File: config.mk
export PLATFORM = sky130hd
export DESIGN_NAME = bmp_write_stream_flat
export DESIGN_NICKNAME = d
export VERILOG_FILES = /design/src/rtl/img_pkg.sv /design/src/rtl/bmp_write_stream_if.sv /design/src/rtl/bmp_header_rom.sv /design/src/rtl/bmp_write_stream.sv /design/src/flat_wrapper.sv
export SDC_FILE = /design/constraint.sdc
export NUM_CORES = 1
export LEC_CHECK = 0
export CORE_UTILIZATION = 51
export DETAILED_ROUTE_END_ITERATION = 12
export MAX_ROUTING_LAYER = met4
export PLACE_DENSITY = 0.81
export SKIP_CTS_REPAIR_TIMING = 1
export SLEW_MARGIN = 20
export SYNTH_ARGS = -nofsm -noshare
export SYNTH_HDL_FRONTEND = slang
export SYNTH_SLANG_ARGS = --single-unit
export TNS_END_PERCENT = 1
File: constraint.sdc
create_clock -name HCLK -period 3.6 [get_ports HCLK]
set_clock_uncertainty 0.2 [all_clocks]
set_input_delay 1.08 -clock HCLK [delete_from_list [all_inputs] [get_ports HCLK]]
set_output_delay 1.08 -clock HCLK [all_outputs]
set_load 0.005 [all_outputs]
File: src/rtl/img_pkg.sv
// Shared BMP constants, FSM encoding and geometry helpers for the image
// read/write paths.
package img_pkg;

  localparam int BMP_HEADER_NUM = 54;
  localparam int BMP_DIB_SIZE   = 40;
  localparam int BMP_BPP        = 24;
  localparam int BMP_PPM        = 2835;

  // Writer FSM encoding, kept as plain constants so legacy blocks can share it
  localparam logic [2:0] ST_IDLE = 3'd0;
  localparam logic [2:0] ST_HDR  = 3'd1;
  localparam logic [2:0] ST_PIX  = 3'd2;
  localparam logic [2:0] ST_PAD  = 3'd3;
  localparam logic [2:0] ST_FIN  = 3'd4;

  typedef struct packed {
    logic [7:0] r;
    logic [7:0] g;
    logic [7:0] b;
  } rgb_t;

  // Row length in bytes, rounded up to a 4-byte boundary
  function automatic int bmp_stride(input int width);
    return ((width * 3 + 3) / 4) * 4;
  endfunction

endpackage

File: src/rtl/bmp_write_stream_if.sv
// Pixel-in / byte-out handshake bundle for the BMP writer.
interface bmp_write_stream_if;
  logic       start;
  logic       pix_valid;
  logic       pix_ready;
  logic [7:0] DATA_R;
  logic [7:0] DATA_G;
  logic [7:0] DATA_B;
  logic       out_valid;
  logic       out_ready;
  logic [7:0] out_byte;
  logic       out_last;
  logic       busy;
  logic       done;

  modport master (
    output start, pix_valid, DATA_R, DATA_G, DATA_B, out_ready,
    input  pix_ready, out_valid, out_byte, out_last, busy, done
  );

  modport slave (
    input  start, pix_valid, DATA_R, DATA_G, DATA_B, out_ready,
    output pix_ready, out_valid, out_byte, out_last, busy, done
  );
endinterface

File: src/rtl/bmp_header_rom.sv
// Combinational 54-byte BMP header lookup. Shared with the reader, which
// compares incoming header bytes against it.
module bmp_header_rom
  import img_pkg::*;
#(
  parameter int WIDTH  = 768,
  parameter int HEIGHT = 512
) (
  input  logic [5:0] hdr_idx,
  output logic [7:0] hdr_byte
);

  localparam int STRIDE    = bmp_stride(WIDTH);
  localparam int IMG_SIZE  = STRIDE * HEIGHT;
  localparam int FILE_SIZE = BMP_HEADER_NUM + IMG_SIZE;

  // After the 2-byte 'BM' magic every field lands on a 4-byte word
  // (the two 16-bit fields planes/bpp share one word), so the header is
  // a table of 13 little-endian words indexed by (idx-2)/4.
  logic [5:0]  off;
  logic [31:0] field;

  // Select the word, then the byte lane within it
  always_comb begin
    off   = hdr_idx - 6'd2;
    field = '0;
    case (off[5:2])
      4'd0:    field = 32'(FILE_SIZE);
      4'd1:    field = '0;                              // reserved
      4'd2:    field = 32'(BMP_HEADER_NUM);             // pixel data offset
      4'd3:    field = 32'(BMP_DIB_SIZE);
      4'd4:    field = 32'(WIDTH);
      4'd5:    field = 32'(-HEIGHT);                    // negative: top-down rows
      4'd6:    field = {16'(BMP_BPP), 16'd1};           // planes=1, bpp=24
      4'd7:    field = '0;                              // no compression
      4'd8:    field = 32'(IMG_SIZE);
      4'd9:    field = 32'(BMP_PPM);
      4'd10:   field = 32'(BMP_PPM);
      default: field = '0;                              // palette counts
    endcase
    hdr_byte = field[{off[1:0], 3'b000} +: 8];
    if (hdr_idx < 6'd2)
      hdr_byte = hdr_idx[0] ? 8'h4D : 8'h42;
    else if (hdr_idx >= 6'(BMP_HEADER_NUM))
      hdr_byte = '0;
  end

endmodule

File: src/rtl/bmp_write_stream.sv
// Streams a raster-order RGB888 frame out as a complete top-down 24-bit BMP
// file: header, pixel bytes, and zero padding to a 4-byte row stride.
module bmp_write_stream
  import img_pkg::*;
#(
  parameter int WIDTH     = 768,
  parameter int HEIGHT    = 512,
  parameter int BGR_ORDER = 1
) (
  input logic               HCLK,
  input logic               HRESET,
  bmp_write_stream_if.slave bus
);

  localparam int STRIDE    = bmp_stride(WIDTH);
  localparam int PAD_BYTES = STRIDE - WIDTH * 3;
  localparam int FILE_SIZE = BMP_HEADER_NUM + STRIDE * HEIGHT;

  logic [2:0]  state;
  logic [5:0]  hdr_idx;
  logic [10:0] col;
  logic [9:0]  row;
  logic [1:0]  pad_cnt;
  logic [1:0]  phase;
  logic [31:0] byte_cnt;
  logic        hold_full;
  rgb_t        hold;

  logic [7:0]  hdr_byte;
  logic [7:0]  pix_byte;
  logic        xfer;
  logic        pix_take;
  logic        row_last;

  bmp_header_rom #(.WIDTH(WIDTH), .HEIGHT(HEIGHT)) u_hdr (
    .hdr_idx  (hdr_idx),
    .hdr_byte (hdr_byte)
  );

  // All outputs decode from registered state, so an asynchronous reset
  // clears them in the same cycle it is asserted.
  assign bus.pix_ready = (state == ST_PIX) && !hold_full;
  assign bus.out_valid = (state == ST_HDR) || (state == ST_PAD) ||
                         ((state == ST_PIX) && hold_full);
  assign bus.out_last  = bus.out_valid && (byte_cnt == 32'(FILE_SIZE - 1));
  assign bus.busy      = (state != ST_IDLE);
  assign bus.done      = (state == ST_FIN);

  assign xfer     = bus.out_valid && bus.out_ready;
  assign pix_take = bus.pix_valid && bus.pix_ready;
  assign row_last = (row == 10'(HEIGHT - 1));

  // Byte order within a pixel: B,G,R for standard BMP, else R,G,B
  always_comb begin
    case (phase)
      2'd0:    pix_byte = (BGR_ORDER != 0) ? hold.b : hold.r;
      2'd1:    pix_byte = hold.g;
      default: pix_byte = (BGR_ORDER != 0) ? hold.r : hold.b;
    endcase
  end

  // Output byte mux; idle and padding emit zero
  always_comb begin
    bus.out_byte = '0;
    case (state)
      ST_HDR:  bus.out_byte = hdr_byte;
      ST_PIX:  bus.out_byte = hold_full ? pix_byte : 8'h00;
      default: bus.out_byte = '0;
    endcase
  end

  // Pixel holding register: decouples pixel input from output stalls
  always_ff @(posedge HCLK or posedge HRESET) begin
    if (HRESET)
      hold <= '0;
    else if (pix_take)
      hold <= '{r: bus.DATA_R, g: bus.DATA_G, b: bus.DATA_B};
  end

  // File byte counter, drives out_last on the final byte
  always_ff @(posedge HCLK or posedge HRESET) begin
    if (HRESET)
      byte_cnt <= '0;
    else if ((state == ST_IDLE) && bus.start)
      byte_cnt <= '0;
    else if (xfer)
      byte_cnt <= byte_cnt + 32'd1;
  end

  // Frame sequencing: header, then per row pixels and padding, then done
  always_ff @(posedge HCLK or posedge HRESET) begin
    if (HRESET) begin
      state     <= ST_IDLE;
      hdr_idx   <= '0;
      col       <= '0;
      row       <= '0;
      pad_cnt   <= '0;
      phase     <= '0;
      hold_full <= 1'b0;
    end else begin
      case (state)
        ST_IDLE: begin
          if (bus.start) begin
            state     <= ST_HDR;
            hdr_idx   <= '0;
            col       <= '0;
            row       <= '0;
            pad_cnt   <= '0;
            phase     <= '0;
            hold_full <= 1'b0;
          end
        end
        ST_HDR: begin
          if (xfer) begin
            if (hdr_idx == 6'(BMP_HEADER_NUM - 1)) begin
              state <= ST_PIX;
              col   <= '0;
              row   <= '0;
            end else begin
              hdr_idx <= hdr_idx + 6'd1;
            end
          end
        end
        ST_PIX: begin
          if (pix_take) begin
            hold_full <= 1'b1;
            phase     <= '0;
          end else if (xfer) begin
            if (phase == 2'd2) begin
              hold_full <= 1'b0;
              phase     <= '0;
              if (col == 11'(WIDTH - 1)) begin
                col <= '0;
                if (PAD_BYTES > 0) begin
                  state   <= ST_PAD;
                  pad_cnt <= '0;
                end else if (row_last) begin
                  state <= ST_FIN;
                end else begin
                  row <= row + 10'd1;
                end
              end else begin
                col <= col + 11'd1;
              end
            end else begin
              phase <= phase + 2'd1;
            end
          end
        end
        ST_PAD: begin
          if (xfer) begin
            if (pad_cnt == 2'(PAD_BYTES - 1)) begin
              pad_cnt <= '0;
              if (row_last) begin
                state <= ST_FIN;
              end else begin
                state <= ST_PIX;
                row   <= row + 10'd1;
              end
            end else begin
              pad_cnt <= pad_cnt + 2'd1;
            end
          end
        end
        ST_FIN:  state <= ST_IDLE;
        default: state <= ST_IDLE;
      endcase
    end
  end

endmodule

File: src/flat_wrapper.sv
// flat-port wrapper written by rule: the top's interface ports become plain ports
module bmp_write_stream_flat import img_pkg::*;
#(
  parameter int WIDTH     = 768,
  parameter int HEIGHT    = 512,
  parameter int BGR_ORDER = 1
)
  (HCLK, HRESET, bus_start, bus_pix_valid, bus_DATA_R, bus_DATA_G, bus_DATA_B, bus_out_ready, bus_pix_ready, bus_out_valid, bus_out_byte, bus_out_last, bus_busy, bus_done);
  bmp_write_stream_if bus_i ();
  input logic HCLK;
  input logic HRESET;
  input wire logic [$bits(bus_i.start)-1:0] bus_start;
  input wire logic [$bits(bus_i.pix_valid)-1:0] bus_pix_valid;
  input wire logic [$bits(bus_i.DATA_R)-1:0] bus_DATA_R;
  input wire logic [$bits(bus_i.DATA_G)-1:0] bus_DATA_G;
  input wire logic [$bits(bus_i.DATA_B)-1:0] bus_DATA_B;
  input wire logic [$bits(bus_i.out_ready)-1:0] bus_out_ready;
  output wire logic [$bits(bus_i.pix_ready)-1:0] bus_pix_ready;
  output wire logic [$bits(bus_i.out_valid)-1:0] bus_out_valid;
  output wire logic [$bits(bus_i.out_byte)-1:0] bus_out_byte;
  output wire logic [$bits(bus_i.out_last)-1:0] bus_out_last;
  output wire logic [$bits(bus_i.busy)-1:0] bus_busy;
  output wire logic [$bits(bus_i.done)-1:0] bus_done;
  assign bus_i.start = bus_start;
  assign bus_i.pix_valid = bus_pix_valid;
  assign bus_i.DATA_R = bus_DATA_R;
  assign bus_i.DATA_G = bus_DATA_G;
  assign bus_i.DATA_B = bus_DATA_B;
  assign bus_i.out_ready = bus_out_ready;
  assign bus_pix_ready = bus_i.pix_ready;
  assign bus_out_valid = bus_i.out_valid;
  assign bus_out_byte = bus_i.out_byte;
  assign bus_out_last = bus_i.out_last;
  assign bus_busy = bus_i.busy;
  assign bus_done = bus_i.done;
  bmp_write_stream #(.WIDTH(WIDTH), .HEIGHT(HEIGHT), .BGR_ORDER(BGR_ORDER)) u_core (.HCLK(HCLK), .HRESET(HRESET), .bus(bus_i));
endmodule
==> results.md, run 1 <==
| Group | Quantity | This run |
|---|---|---|
| run status | Run status | finished, violations left |
| run status | Violations in the final reports | setup timing |
| placed design | Dpl hpwl | 9070 um |
| floorplanning | Standard-cell row count | 37 |
| clock network | Clock-pin slew reported for the worst setup and hold paths after clock tree synthesis | 90 ps |
| clock network | Clock latency on the worst-skew pair | 380 ps |
| synthesis | Synthesized area per cell | 9.47 um^2 |
| grt | Global-route wire length before repair | 22000 um |
| power | Pwr Total | 4.40 mW |
| synthesis | Top area cells in the synthesized netlist | dfrtp_1 41%, mux2_2 5.3%, o21ai_0 3.5% |
| route | WL per Instance | 16.2 um |
| sta | Pin slew with the least headroom to its limit | 667 ps |
| clock network | CTS tree | yes |
| synthesis | Post-synthesis instance total | 584 |
| sta | Setup repair after global routing missed its margin | true |
| power | Power Dens Cells | 668 nW/um^2 |
| final layout | Diodes inserted | 0 |
| synthesis | Fraction of registers with async set or reset after synthesis | 100% |
| floorplanning | Initial standard-cell utilization of the core | 53.1% |
| sta | Fin. max-slew vios | 0 |
| final layout | Total of fill cells in the finished design | 857 |
| floorplanning | Die area | 11300 um^2 |
| grt | Initial antenna violation count | 0 |
| final layout | Commonest cells after routing, fill and taps aside | 91 x dfrtp_1, 44 x buf_4, 43 x nor2_1 |
| setup path | Critical path buffers and inverters | 2 |
| route | DRT Pass-1 Iters | 4 |
| synthesis | Cell variety after synth | 70 |
| grt | Total congestion overflow after global routing | 0 |
| synthesis | Sequential fraction of the synthesis area | 41.2% |
| synthesis | Portion of synthesized cell area occupied by the leading cell type | 41.2% |
| route | Average vias per placed instance | 6.02 |
| route | Total DRC errors in the routed layout | 0 |
| route | Routed wire length | 12800 um |
| setup path | Delay of the slowest cell on the worst path | 360 ps |
| clock network | Clk Tree Root Cell | clkbuf_8 |
| synthesis | Post-synth net total | 628 |
| flow run | Number of violations of the max-capacitance limit | 0 |
| synthesis | Number of warnings issued by yosys | 0 |
| route | Number of DRC markers in iteration 0 | 219 |
| final layout | Commonest non-fill, non-tap cell in the layout | dfrtp_1 |
| synthesis | Number of synthesized register bits | 91 |
| clock network | Max clock buf depth | 2 |
| setup path | Critical-path cell list | inv_1 > ha_4 > nand2b_4 > and2_4 > ha_4 > nand2b_4 > a2111oi_4 > nand2_1 > a311o_1 > o221ai_2 > buf_2 |
| clock network | H-tree levels | 3 |
| setup path | Worst setup path class | reg2out |
| setup path | Category of the worst setup path capture point | output port |
| floorplanning | Die X | 106 um |
| sta | Worst-case headroom to the max-slew limit | 54.9% |
| placed design | RePlAce Congestion | 0.929 |
| route | Total number of vias | 4755 |
| final layout | Nets | 693 |
| setup path | WP data arrival | 2690 ps |
| grt | Vias in the first global route | 4761 |
| floorplanning | IO Count | 42 |
| clock network | Number of clock sinks seen by CTS | 91 |
| setup path | Top fanout value on the critical path | 3 |
| min path | Worst min-delay path category | reg2reg |
| power | Leakage power | 2.72 nW |
| placed design | Placed Cells | 773 |
| synthesis | Number of enable flip-flop cells after synthesis | 0 |
| final layout | Layout overhead on the synthesized area | 19.1% |
| setup path | Cell type of the slowest stage on the worst timing path | dfrtp_1 |
| final layout | Final Cell Area | 6590 um^2 |
| synthesis | Dominant synthesized flop cell | dfrtp_1 |
| sta | F_max | 252 MHz |
| clock network | Number of buffers created by CTS | 9 |
| setup path | CP delay by family, top | compound AO/OA/AOI/OAI gates |
| setup path | Kind of start point of the critical path | flop |
| route | Post-route ant nets | 0 |
| grt | Largest net degree at the start of global routing | 71 |
| sta | Final hold vios | 0 |
| sta | Final setup violation count | 8 |
| grt | Global Route Usage Sum | 25.1% |
| final layout | Filler-free cell count of the finished design | 790 |
| synthesis | Cell taking the most area after synthesis | dfrtp_1 |
| final layout | Share of post-route cells with drive strength above 1 | 19.1% |
| placed design | Placed Area | 6330 um^2 |
| sta | Minimum clock period after layout | 3970 ps |
| floorplanning | Core area | 10400 um^2 |
| power | Worst IR drop on VDD | 0.446 mV |
| sta | Post-route clock period utilization | 110% |
| sta | Worst-case setup margin in the final layout | -368 ps |
| floorplanning | Die extent in y | 106 um |
| placed design | IO Port Bufs | 41 |
| setup path | Endpoint required time on the critical path | 2320 ps |
| synthesis | Mapped Area | 5530 um^2 |
[report_power, final]
group	total (mW)	switching [mW]	internal, mW	leakage (nW)
combinational	2.27	1.20	1.07	1.43
clock	0.710	0.384	0.326	0.0943
sequential	1.43	0.175	1.25	1.20
[per-stage QoR]
step | setup WS (ps) | utilization (%) | hold slack [ps] | TNS [ps]
floorplan | -41.9 | - | 260 | -41.9
global placement | -327 | 60.8 | 275 | -866
detailed placement | -375 | 60.8 | 293 | -1070
CTS | -833 | 62.6 | 308 | -5100
global route | -505 | 63.3 | 333 | -2770
finish | -368 | 63.3 | 311 | -1820
[sequential cells by signal (all words and copies together), names as in the netlist]
signal            flops
u_core.byte_cnt      32
u_core.hdr_idx        6
u_core.hold_full      1
u_core.phase          2
u_core.hold          24
u_core.state          3
u_core.col           11
u_core.row           10
u_core.pad_cnt        2
[worst register-to-register path, stage by stage (launching register included)]
cell	delay [ps]
dfrtp_1	410
ha_1	240
nand3_2	150
nor4_4	540
o22ai_1	240
buf_4	220
nor4_1	370
mux2i_1	230
[kinds of logic after synthesis]
group / Yosys count / share of synthesized area (%)
compound gates: 130 / 15.8
fa+ha+maj: 15 / 3.39
xor+xnor: 20 / 3.17
mux: 42 / 8.28
buf+inv: 55 / 4.43
flops: 91 / 41.2
simple gates: 231 / 23.8
[per-layer routing]
metal | up-vias | global-route usage, % | routed length [um]
li1 | 2294 | - | -
met1 | 2313 | 30.7 | 5630
met2 | 121 | 41.0 | 6290
met3 | 27 | 4.78 | 535
met4 | 0 | 9.82 | 301
met5 | - | - | 0
[worst paths after layout]
| check | slack [ps] | endpoint | startpoint | cells after the start |
|---|---|---|---|---|
| worst max-delay path | -370 | bus_out_byte[3] | u_core.hdr_idx[2] | 11 |
| worst min-delay path | 310 | u_core.pad_cnt[0] | u_core.pad_cnt[0] | 1 |
| worst max register to register | 910 | u_core.row[4] | u_core.col[0] | 7 |
| worst min register to register | 310 | u_core.pad_cnt[0] | u_core.pad_cnt[0] | 1 |
| max in group asynchronous | 1930 | u_core.hold[3] | HRESET | 3 |
| min in group asynchronous | 940 | u_core.byte_cnt[9] | HRESET | 3 |
[cell usage after synthesis, types with 3 or more instances]
library cell / instances
dfrtp_1: 91
nor2_1: 43
o21ai_0: 39
nand2_1: 38
nand3_1: 32
a21oi_1: 29
mux2_2: 26
inv_1: 23
nor4_1: 19
ha_1: 15
mux2i_1: 15
clkbuf_1: 14
or3_1: 14
xnor2_1: 14
nor3_1: 13
o31ai_1: 11
buf_2: 10
and3_1: 8
nand2b_1: 8
nand4_1: 8
and2_1: 6
nor3b_1: 6
o21bai_1: 6
or4_1: 6
xor2_1: 6
nor2b_1: 5
o221ai_1: 5
a211oi_1: 4
o22ai_1: 4
o41ai_1: 4
a31oi_1: 3
and4_1: 3
buf_1: 3
buf_4: 3
nor4b_1: 3
or2_2: 3
[area by class of cell]
class                           instances  area (um^2)  share of cell area [%]
Clock buffer                           11          131                    1.99
Clock inverter                          5         60.1                   0.911
Inverter                               23         90.1                    1.37
Multi-Input combinational cell        438         3120                    47.3
Sequential cell                        91         2280                    34.5
Tap cell                              136          170                    2.58
Timing Repair Buffer                   86          743                    11.3
No activity file was read; power rests on OpenSTA's default activity.
==> run 2: changes to the inputs <==
--- a/config.mk
+++ b/config.mk
@@ -6,9 +6,10 @@
 export NUM_CORES = 1
 export LEC_CHECK = 0
 export CORE_UTILIZATION = 51
+export CTS_CLUSTER_DIAMETER = 80
 export DETAILED_ROUTE_END_ITERATION = 12
 export MAX_ROUTING_LAYER = met4
-export PLACE_DENSITY = 0.81
+export PLACE_DENSITY = 0.78
 export SKIP_CTS_REPAIR_TIMING = 1
 export SLEW_MARGIN = 20
 export SYNTH_ARGS = -nofsm -noshare
==> constraint.sdc (replaced) <==
create_clock -name HCLK -period 4.1 [get_ports HCLK]
set_clock_uncertainty 0.2 [all_clocks]
set_input_delay 1.23 -clock HCLK [delete_from_list [all_inputs] [get_ports HCLK]]
set_output_delay 1.23 -clock HCLK [all_outputs]
set_load 0.005 [all_outputs]
==> run 2 against run 1 <==
Against the previous run:
- the run still ends with setup timing left
- via count is 1.6% lower
- sequential power fell by 13%
- worst setup slack improved by 220 ps
- cell count decreased by 2.2%
- highest routed layer unchanged
==> results.md, run 2 (same netlist as run 1, synthesis figures left out) <==
| Group | Quantity | This run | Delta |
|---|---|---|---|
| placed design | Post-placement worst setup slack | -185 ps | +190 ps |
| floorplanning | Die area | 11300 um^2 | unchanged |
| sta | Worst-case headroom to the max-slew limit | 56.8% | +1.8 points |
| route | Average vias per placed instance | 6.05 | +0.52% |
| final layout | Commonest cells after routing, fill and taps aside | 91 x dfrtp_1, 43 x nor2_1, 39 x o21ai_0 |  |
| final layout | Number of flip-flops under the largest register name | 32 | unchanged |
| setup path | Category of the worst setup path capture point | output port |  |
| final layout | Commonest non-fill, non-tap cell in the layout | dfrtp_1 |  |
| route | DRT Pass-1 Iters | 5 | +1 |
| clock network | Clock latency on the worst-skew pair | 360 ps | -20 ps |
| run status | Violations in the final reports | setup timing |  |
| route | Total number of vias | 4677 | -1.6% |
| grt | Largest net degree at the start of global routing | 57 | -20% |
| route | Post-route ant nets | 0 | unchanged |
| clock network | H-tree levels | 3 | unchanged |
| setup path | Top fanout value on the critical path | 3 | unchanged |
| final layout | Layout overhead on the synthesized area | 16.3% |  |
| placed design | RePlAce Congestion | 0.884 | -4.8% |
| final layout | Share of post-route cells with drive strength above 1 | 16.3% | -2.8 points |
| sta | Worst-case setup margin in the final layout | -150 ps | +217 ps |
| flow run | Number of violations of the max-capacitance limit | 0 | unchanged |
| final layout | Most flops, register | u_core.byte_cnt |  |
| sta | Minimum clock period after layout | 4250 ps |  |
| setup path | WP data arrival | 2820 ps | +130 ps |
| floorplanning | Die X | 106 um | unchanged |
| min path | End of the worst hold path | u_core.pad_cnt[0] |  |
| min path | Worst min-delay path category | reg2reg |  |
| setup path | Levels on crit path | 12 | +1 |
| sta | F_max | 235 MHz |  |
| power | Power Dens Cells | 580 nW/um^2 | -13% |
| final layout | Diodes inserted | 0 | unchanged |
| placed design | Dpl hpwl | 9150 um | +0.97% |
| route | Number of DRC markers in iteration 0 | 309 | +41% |
| floorplanning | IO Count | 42 | unchanged |
| power | Leakage power | 2.67 nW | -2.1% |
| setup path | Delay of the slowest cell on the worst path | 350 ps | about the same |
| placed design | IO Port Bufs | 41 | unchanged |
| setup path | Endpoint required time on the critical path | 2670 ps | +350 ps |
| grt | Global-route wire length before repair | 21600 um | -2.0% |
| setup path | Critical-path cell list | inv_1 > ha_4 > nand2b_1 > and2_4 > ha_4 > nand2b_1 > a2111oi_2 > buf_4 > nand2_1 > a311o_1 > o221ai_2 > buf_2 |  |
| clock network | Number of clock sinks seen by CTS | 91 | unchanged |
| sta | Fin. max-slew vios | 0 | unchanged |
| sta | Pin slew with the least headroom to its limit | 641 ps | -26.8 ps |
| floorplanning | Initial standard-cell utilization of the core | 53.1% | unchanged |
| clock network | Number of buffers created by CTS | 9 | unchanged |
| route | WL per Instance | 16.6 um | +2.9% |
| setup path | Start of the worst register-to-register path | u_core.col[0] |  |
| final layout | Registers with the highest flip-flop counts | u_core.byte_cnt x32, u_core.hold x24, u_core.col x11 |  |
| setup path | Register-to-register path setup slack | 1420 ps | +510 ps |
| setup path | Kind of start point of the critical path | flop |  |
| setup path | Worst setup path class | reg2out |  |
| setup path | CP delay by family, top | compound AO/OA/AOI/OAI gates |  |
| sta | Setup repair after global routing missed its margin | true |  |
| final layout | Nets | 676 | -2.5% |
| grt | Vias in the first global route | 4543 | -4.6% |
| clock network | Max clock buf depth | 2 | unchanged |
| sta | Final setup violation count | 4 | -4 |
| setup path | Critical path buffers and inverters | 3 | +1 |
| setup path | Cell type of the slowest stage on the worst timing path | dfrtp_1 |  |
| final layout | End-of-flow core utilization | 61.8% | -1.5 points |
| grt | Initial antenna violation count | 0 | unchanged |
| grt | Global Route Usage Sum | 24.8% | -0.25 points |
| clock network | Clock-pin slew reported for the worst setup and hold paths after clock tree synthesis | 90 ps | about the same |
| setup path | Worst reg2reg path depth | 7 | unchanged |
| clock network | Clk Tree Root Cell | clkbuf_8 |  |
| sta | Post-route clock period utilization | 104% |  |
| sta | Final hold vios | 0 | unchanged |
| clock network | CTS tree | yes |  |
| run status | Run status | finished, violations left |  |
| floorplanning | Core area | 10400 um^2 | unchanged |
| min path | Launch instance of the worst min-delay path | u_core.pad_cnt[0] |  |
| power | Worst IR drop on VDD | 0.408 mV | -8.6% |
| setup path | Worst r2r dst | u_core.row[8] |  |
| floorplanning | Standard-cell row count | 37 | unchanged |
| route | Routed wire length | 12800 um | +0.66% |
| grt | Total congestion overflow after global routing | 0 | unchanged |
| min path | Worst hold path stage count | 1 | unchanged |
| floorplanning | Die extent in y | 106 um | unchanged |
| route | Total DRC errors in the routed layout | 0 | unchanged |
[run 2: worst register-to-register path: stages (launching register included)]
cell and delay, ps:
dfrtp_1 420, ha_1 250, nand3_2 160, nor4_4 540
o22ai_1 230, buf_4 220, o41ai_1 430, a22o_1 190
[run 2: final cells by class]
cell class,instances,area (um^2)
clock inverters,7,51.3
flip-flops and latches,91,2280
repair buffers,69,631
clock buffers,9,124
fillers,844,3980
well taps,136,170
multi-input cells,438,3100
inverters,23,87.6
[run 2: worst max-delay path by stage]
stage | start | endpoint | slack, ps
detailed placement | u_core.hdr_idx[1] | bus_out_byte[3] | -180
global placement | u_core.hdr_idx[1] | bus_out_byte[3] | -140
floorplan | u_core.hdr_idx[1] | bus_out_byte[3] | 100
global route | u_core.hdr_idx[1] | bus_out_byte[3] | -280
finish | u_core.hdr_idx[2] | bus_out_byte[3] | -150
CTS | u_core.hdr_idx[1] | bus_out_byte[3] | -610
[run 2: routing by layer]
metal / vias up / wire length (um) / GRT usage, %
met4: 0 / 207 / 7.94
li1: 2252 / - / -
met2: 119 / 6350 / 40.0
met3: 17 / 521 / 4.48
met5: - / 0 / -
met1: 2289 / 5760 / 31.8
[run 2: report_power, final]
group	total (mW)	leakage, nW	internal, mW	switching [mW]
Clock	0.565	0.0860	0.224	0.342
Sequential	1.25	1.20	1.10	0.152
Combinational	1.91	1.38	0.867	1.05
Total	3.73	2.67	2.19	1.54
[run 2: stage by stage]
stage	instances	power, mW	hold WS [ps]	setup TNS [ps]	area, um^2
2_1_floorplan	584	2.47	260	0	5530
3_3_place_gp	756	3.02	275	-252	6170
3_5_place_dp	756	3.09	289	-540	6170
4_1_cts	772	3.66	305	-3170	6350
5_1_grt	773	4.00	330	-995	6440
6_report	773	3.73	302	-491	6440
